`config.mk`:
```
export PLATFORM = sky130hd
export DESIGN_NAME = reg_write_arbiter
export DESIGN_NICKNAME = d
export VERILOG_FILES = /design/src/rtl/reg_write_arb_pkg.sv /design/src/rtl/reg_write_arbiter_rr_pick.sv /design/src/rtl/reg_write_arbiter.sv
export SDC_FILE = /design/constraint.sdc
export NUM_CORES = 1
export LEC_CHECK = 0
export ABC_AREA = 0
export CORE_ASPECT_RATIO = 1.5
export CORE_UTILIZATION = 40
export DETAILED_ROUTE_END_ITERATION = 8
export PLACE_DENSITY = 0.75
export SLEW_MARGIN = 20
export SYNTH_ARGS = -nofsm -noshare
export SYNTH_HDL_FRONTEND = slang
export SYNTH_HIERARCHICAL = 1
export SYNTH_SLANG_ARGS = --single-unit
```
`constraint.sdc`:
```
create_clock -name clk -period 1.45 [get_ports clk]
set_input_delay 0.29 -clock clk [delete_from_list [all_inputs] [get_ports clk]]
set_output_delay 0.29 -clock clk [all_outputs]
set_load 0.05 [all_outputs]
```
`src/rtl/reg_write_arb_pkg.sv`:
```
// Shared types and constants for the register write arbiter.
//   state_e  : two-state arbiter FSM encoding (IDLE, GRANT)
//   WR_CNT_W : width of the completed-write counter
package reg_write_arb_pkg;

  typedef enum logic {
    IDLE  = 1'b0,
    GRANT = 1'b1
  } state_e;

  localparam int unsigned WR_CNT_W = 8;

endpackage

```
`src/rtl/reg_write_arbiter_rr_pick.sv`:
```
// Round-robin winner search.
//   req    : request vector
//   ptr    : index where the scan starts (highest priority)
//   winner : first set req bit at or above ptr, wrapping modulo REQ
// REQ must be a power of two so the index arithmetic wraps naturally.
module rr_pick #(
  parameter int unsigned REQ = 4
) (
  input  logic [REQ-1:0]         req,
  input  logic [$clog2(REQ)-1:0] ptr,
  output logic [$clog2(REQ)-1:0] winner
);

  localparam int unsigned PW = $clog2(REQ);

  logic [PW-1:0] idx;
  logic          found;

  always_comb begin
    winner = ptr;
    found  = 1'b0;
    idx    = '0;
    for (int unsigned k = 0; k < REQ; k++) begin
      idx = ptr + PW'(k);
      if (!found && req[idx]) begin
        winner = idx;
        found  = 1'b1;
      end
    end
  end

endmodule

```
`src/rtl/reg_write_arbiter.sv`:
```
// Round-robin arbiter guarding writes to one shared N-bit register.
//   clk    : clock, rising edge
//   rst    : asynchronous active-low reset
//   req    : per-requester write request, held until granted
//   wdata  : per-requester write data, requester i at [i*N +: N]
//   lock   : per-requester hold-grant request (REG_WRITE_ARB_LOCK_EN only)
//   gnt    : registered one-hot grant
//   owner  : current or last granted requester
//   busy   : high while a grant is active
//   q      : shared register contents
//   wr_cnt : completed-write counter, wraps
// Optional feature macro: REG_WRITE_ARB_LOCK_EN enables the lock port and
// bounded back-to-back writes (up to LOCK_MAX) by the current owner.
module reg_write_arbiter
  import reg_write_arb_pkg::*;
#(
  parameter int unsigned N        = 4,
  parameter int unsigned REQ      = 4
`ifdef REG_WRITE_ARB_LOCK_EN
  ,
  parameter int unsigned LOCK_MAX = 8
`endif
) (
  input  logic                   clk,
  input  logic                   rst,
  input  logic [REQ-1:0]         req,
  input  logic [REQ*N-1:0]       wdata,
`ifdef REG_WRITE_ARB_LOCK_EN
  input  logic [REQ-1:0]         lock,
`endif
  output logic [REQ-1:0]         gnt,
  output logic [$clog2(REQ)-1:0] owner,
  output logic                   busy,
  output logic [N-1:0]           q,
  output logic [WR_CNT_W-1:0]    wr_cnt
);

  localparam int unsigned PW = $clog2(REQ);

  state_e        state;
  logic [PW-1:0] ptr;
  logic [PW-1:0] winner;
  logic          wr_ok;
  logic          hold;

  rr_pick #(
    .REQ(REQ)
  ) u_rr_pick (
    .req   (req),
    .ptr   (ptr),
    .winner(winner)
  );

  // A withdrawn request during GRANT aborts the write.
  assign wr_ok = req[owner];
  assign busy  = (state == GRANT);

`ifdef REG_WRITE_ARB_LOCK_EN
  localparam int unsigned LRW = $clog2(LOCK_MAX + 1);
  logic [LRW-1:0] run;

  // Stay in GRANT only if this write does not complete the allowed run.
  assign hold = wr_ok & lock[owner] & ((int'(run) + 1) < int'(LOCK_MAX));
`else
  assign hold = 1'b0;
`endif

  always_ff @(posedge clk or negedge rst) begin
    if (!rst) begin
      state  <= IDLE;
      gnt    <= '0;
      owner  <= '0;
      ptr    <= '0;
      q      <= '0;
      wr_cnt <= '0;
`ifdef REG_WRITE_ARB_LOCK_EN
      run    <= '0;
`endif
    end else begin
      unique case (state)
        IDLE: begin
          if (|req) begin
            state <= GRANT;
            gnt   <= {{(REQ-1){1'b0}}, 1'b1} << winner;
            owner <= winner;
`ifdef REG_WRITE_ARB_LOCK_EN
            run   <= '0;
`endif
          end
        end
        GRANT: begin
          if (wr_ok) begin
            q      <= wdata[owner*N +: N];
            wr_cnt <= wr_cnt + 1'b1;
          end
          if (hold) begin
`ifdef REG_WRITE_ARB_LOCK_EN
            run <= run + 1'b1;
`endif
          end else begin
            state <= IDLE;
            gnt   <= '0;
            ptr   <= owner + 1'b1;
          end
        end
        default: state <= IDLE;
      endcase
    end
  end

endmodule

```
==> impl_metrics.toml <==
[synth]
seq_area_frac_synth = 0.456
postSynthCellCount = 93
avgSynthCellArea_um2 = 12.4
synthDistinctLibCells = 33
synth.cell_area_um2 = 1150
synth_ff_type = "dfrtp_1"
ys_ff_latch = 21
ys_async_sr_fraction = 1.00
syn_nets = 116
synth_warnings = 6
synth_edf_count = 0

[grt]
grtUsageTotal = 0.199
grt_pass1_wl_um = 4330
antenna_found_initial = 0
overflow = 0
grt_pass1_vias = 915
grt_max_degree = 22

[timing]
setup_viol = 0
final_max_slew_viol_count = 0
hold_viol = 0
period_share = 0.987
rsz0062_at_grt = "true"
worstMarginPinSlew_ns = 0.261
finalCriticalPeriod_ns = 1.43
finClkSkew_ns = 0.00329
slew_headroom = 0.821
max_freq_ghz = 0.699

[cts]
tritoncts = "built"
clk_latency_ns = 0.25
cts_buffer_depth = 2
clkTransAtPathRegs_ns = 0.07
numCtsBuffers = 3
numClockSinks = 21
cts-htree-levels = 1
cts-root-buf = "clkbuf_8"

[setup_path]
end_kind = "flip-flop"
critPathMaxFanout = 5
startpoint_type = "flip-flop"
cp.required_ns = 1.60
path_class = "flip-flop to flip-flop"
worstPathArrival_ns = 1.58

[drt]
wirelength_um = 2750
drtIter0Drc = 12
postRouteAntennaNets = 0
viasPerCell = 5.11
first_pass_iters = 4
drc_errors = 0
vias = 941
avgRoutedWirePerCell_um = 15.0

[floorplanning]
core_um2 = 2710
start_util = 0.426
io_pins = 41
dieArea_um2 = 3100
rows = 23
dieWidth_um = 45.8
die_y_um = 67.7

[finish]
drive_gt1_frac = 0.415
final_cell_mix = "19 x buf_12, 17 x dfrtp_1, 17 x clkdlybuf4s50_1"
diodes = 0
final_common_cell = "buf_12"
final_core_util = 0.720
fin_cells = 184
area_growth_pct = 69.1
final_nets = 171

[power]
p_per_area_nw_per_um2 = 2200
finalPower_w = 0.00429
p_leak_nw = 0.845
vdd_drop_max_mv = 1.24

[placement]
dp_hpwl_um = 2150
gp_congestion = 0.758
portBuffers = 40
place_inst = 178

[worst_hold_path]
hold_class = "primary input to async pin"

[flow_run]
cap_violations = 0

[outcome]
outcome = "completed"
cell families after synthesis:
kind of cell               after synthesis  synth area share
and+or+nand+nor                         33             0.189
DFF                                     21             0.456
muxes                                   13             0.177
AOI/OAI and AO/OA                       11            0.0586
xor gates and xnor gates                 8            0.0608
buffers and inverters                    6            0.0478
adders and majority gates                1            0.0109
synth_stat cells, types with 2 or more instances:
cell type | count | area, µm²
nand2_1 | 4 | 15.0
mux2_2 | 7 | 78.8
nor2_1 | 6 | 22.5
nand3_1 | 2 | 10.0
mux2i_1 | 2 | 20.0
dfrtp_1 | 21 | 526
xnor2_1 | 7 | 61.3
a21oi_1 | 6 | 30.0
mux4_1 | 4 | 105
nor3b_1 | 3 | 22.5
nor3_1 | 2 | 10.0
inv_1 | 2 | 7.51
nand4_1 | 3 | 18.8
and3_1 | 2 | 12.5
o21ai_0 | 2 | 10.0
buf_6 | 3 | 33.8
critical path: stages (launching register included):
cell and delay (ns):
dfrtp_2 0.44, nand2b_1 0.19, a21oi_2 0.17, a211oi_2 0.06
buf_4 0.15, nor3b_2 0.15, a21oi_1 0.11, nor2_1 0.06
sequential cells by signal, summed over array words and instances, names as in the netlist:
register,cells
busy,1
wr_cnt,8
q,4
owner,2
gnt,4
ptr,2
repair_timing:
| item | CTS | global route |
|---|---|---|
| setup buffers | 0 | 2 |
| gates cloned | 0 | 0 |
| gates resized for setup | 7 | 10 |
| pin swaps | 0 | 5 |
| setup endpoints to repair | 16 | 11 |
| hold buffers | 0 | 0 |
area by class of cell:
class | instances | area, µm²
clock buffers | 3 | 41.3
fillers | 206 | 757
multi-input cells | 66 | 618
flip-flops and latches | 21 | 531
inverters | 2 | 7.51
well taps | 37 | 46.3
clock inverters | 1 | 5.00
repair buffers | 54 | 699
per-layer routing:
| metal | GRT usage | share of wire | up-vias |
|---|---|---|---|
| li1 | - | - | 445 |
| met5 | 0 | 0 | - |
| met1 | 0.228 | 0.38 | 469 |
| met3 | 0.0321 | 0.028 | 4 |
| met4 | 0.0919 | 0.0095 | 0 |
| met2 | 0.352 | 0.58 | 23 |
final timing paths:
path / from / endpoint / slack, ns / cells past startpoint
setup / recovery: ptr[0]$_DFFE_PN0P_ / gnt[1]$_DFFE_PN0P_ / 0.02 / 7
hold / removal: rst / wr_cnt[4]$_DFFE_PN0P_ / 0.38 / 2
setup reg to reg: ptr[0]$_DFFE_PN0P_ / gnt[1]$_DFFE_PN0P_ / 0.02 / 7
hold reg to reg: wr_cnt[4]$_DFFE_PN0P_ / wr_cnt[4]$_DFFE_PN0P_ / 0.54 / 1
max in group asynchronous: rst / ptr[0]$_DFFE_PN0P_ / 0.84 / 2
min in group clk: wr_cnt[4]$_DFFE_PN0P_ / wr_cnt[4]$_DFFE_PN0P_ / 0.54 / 1
through the flow:
step                setup WS (ns)  TNS [ns]  instance area, µm²  hold WS [ns]
floorplan                  -0.147     -1.39                1170      -0.00559
global placement           -0.390     -5.30                1850         0.512
CTS                       0.00700         0                1890         0.394
global route              -0.0442    -0.137                1950         0.398
finish                     0.0188         0                1950         0.380
detailed placement         -0.472     -6.26                1850         0.531
power by group:
| part | internal, W | leakage, nW | switching [W] | total (W) |
|---|---|---|---|---|
| Sequential | 0.000827 | 0.257 | 0.000359 | 0.00119 |
| Combinational | 0.00145 | 0.562 | 0.00128 | 0.00273 |
| Clock | 0.000191 | 0.0255 | 0.000180 | 0.000371 |
Power figures use the tool's default switching activity.
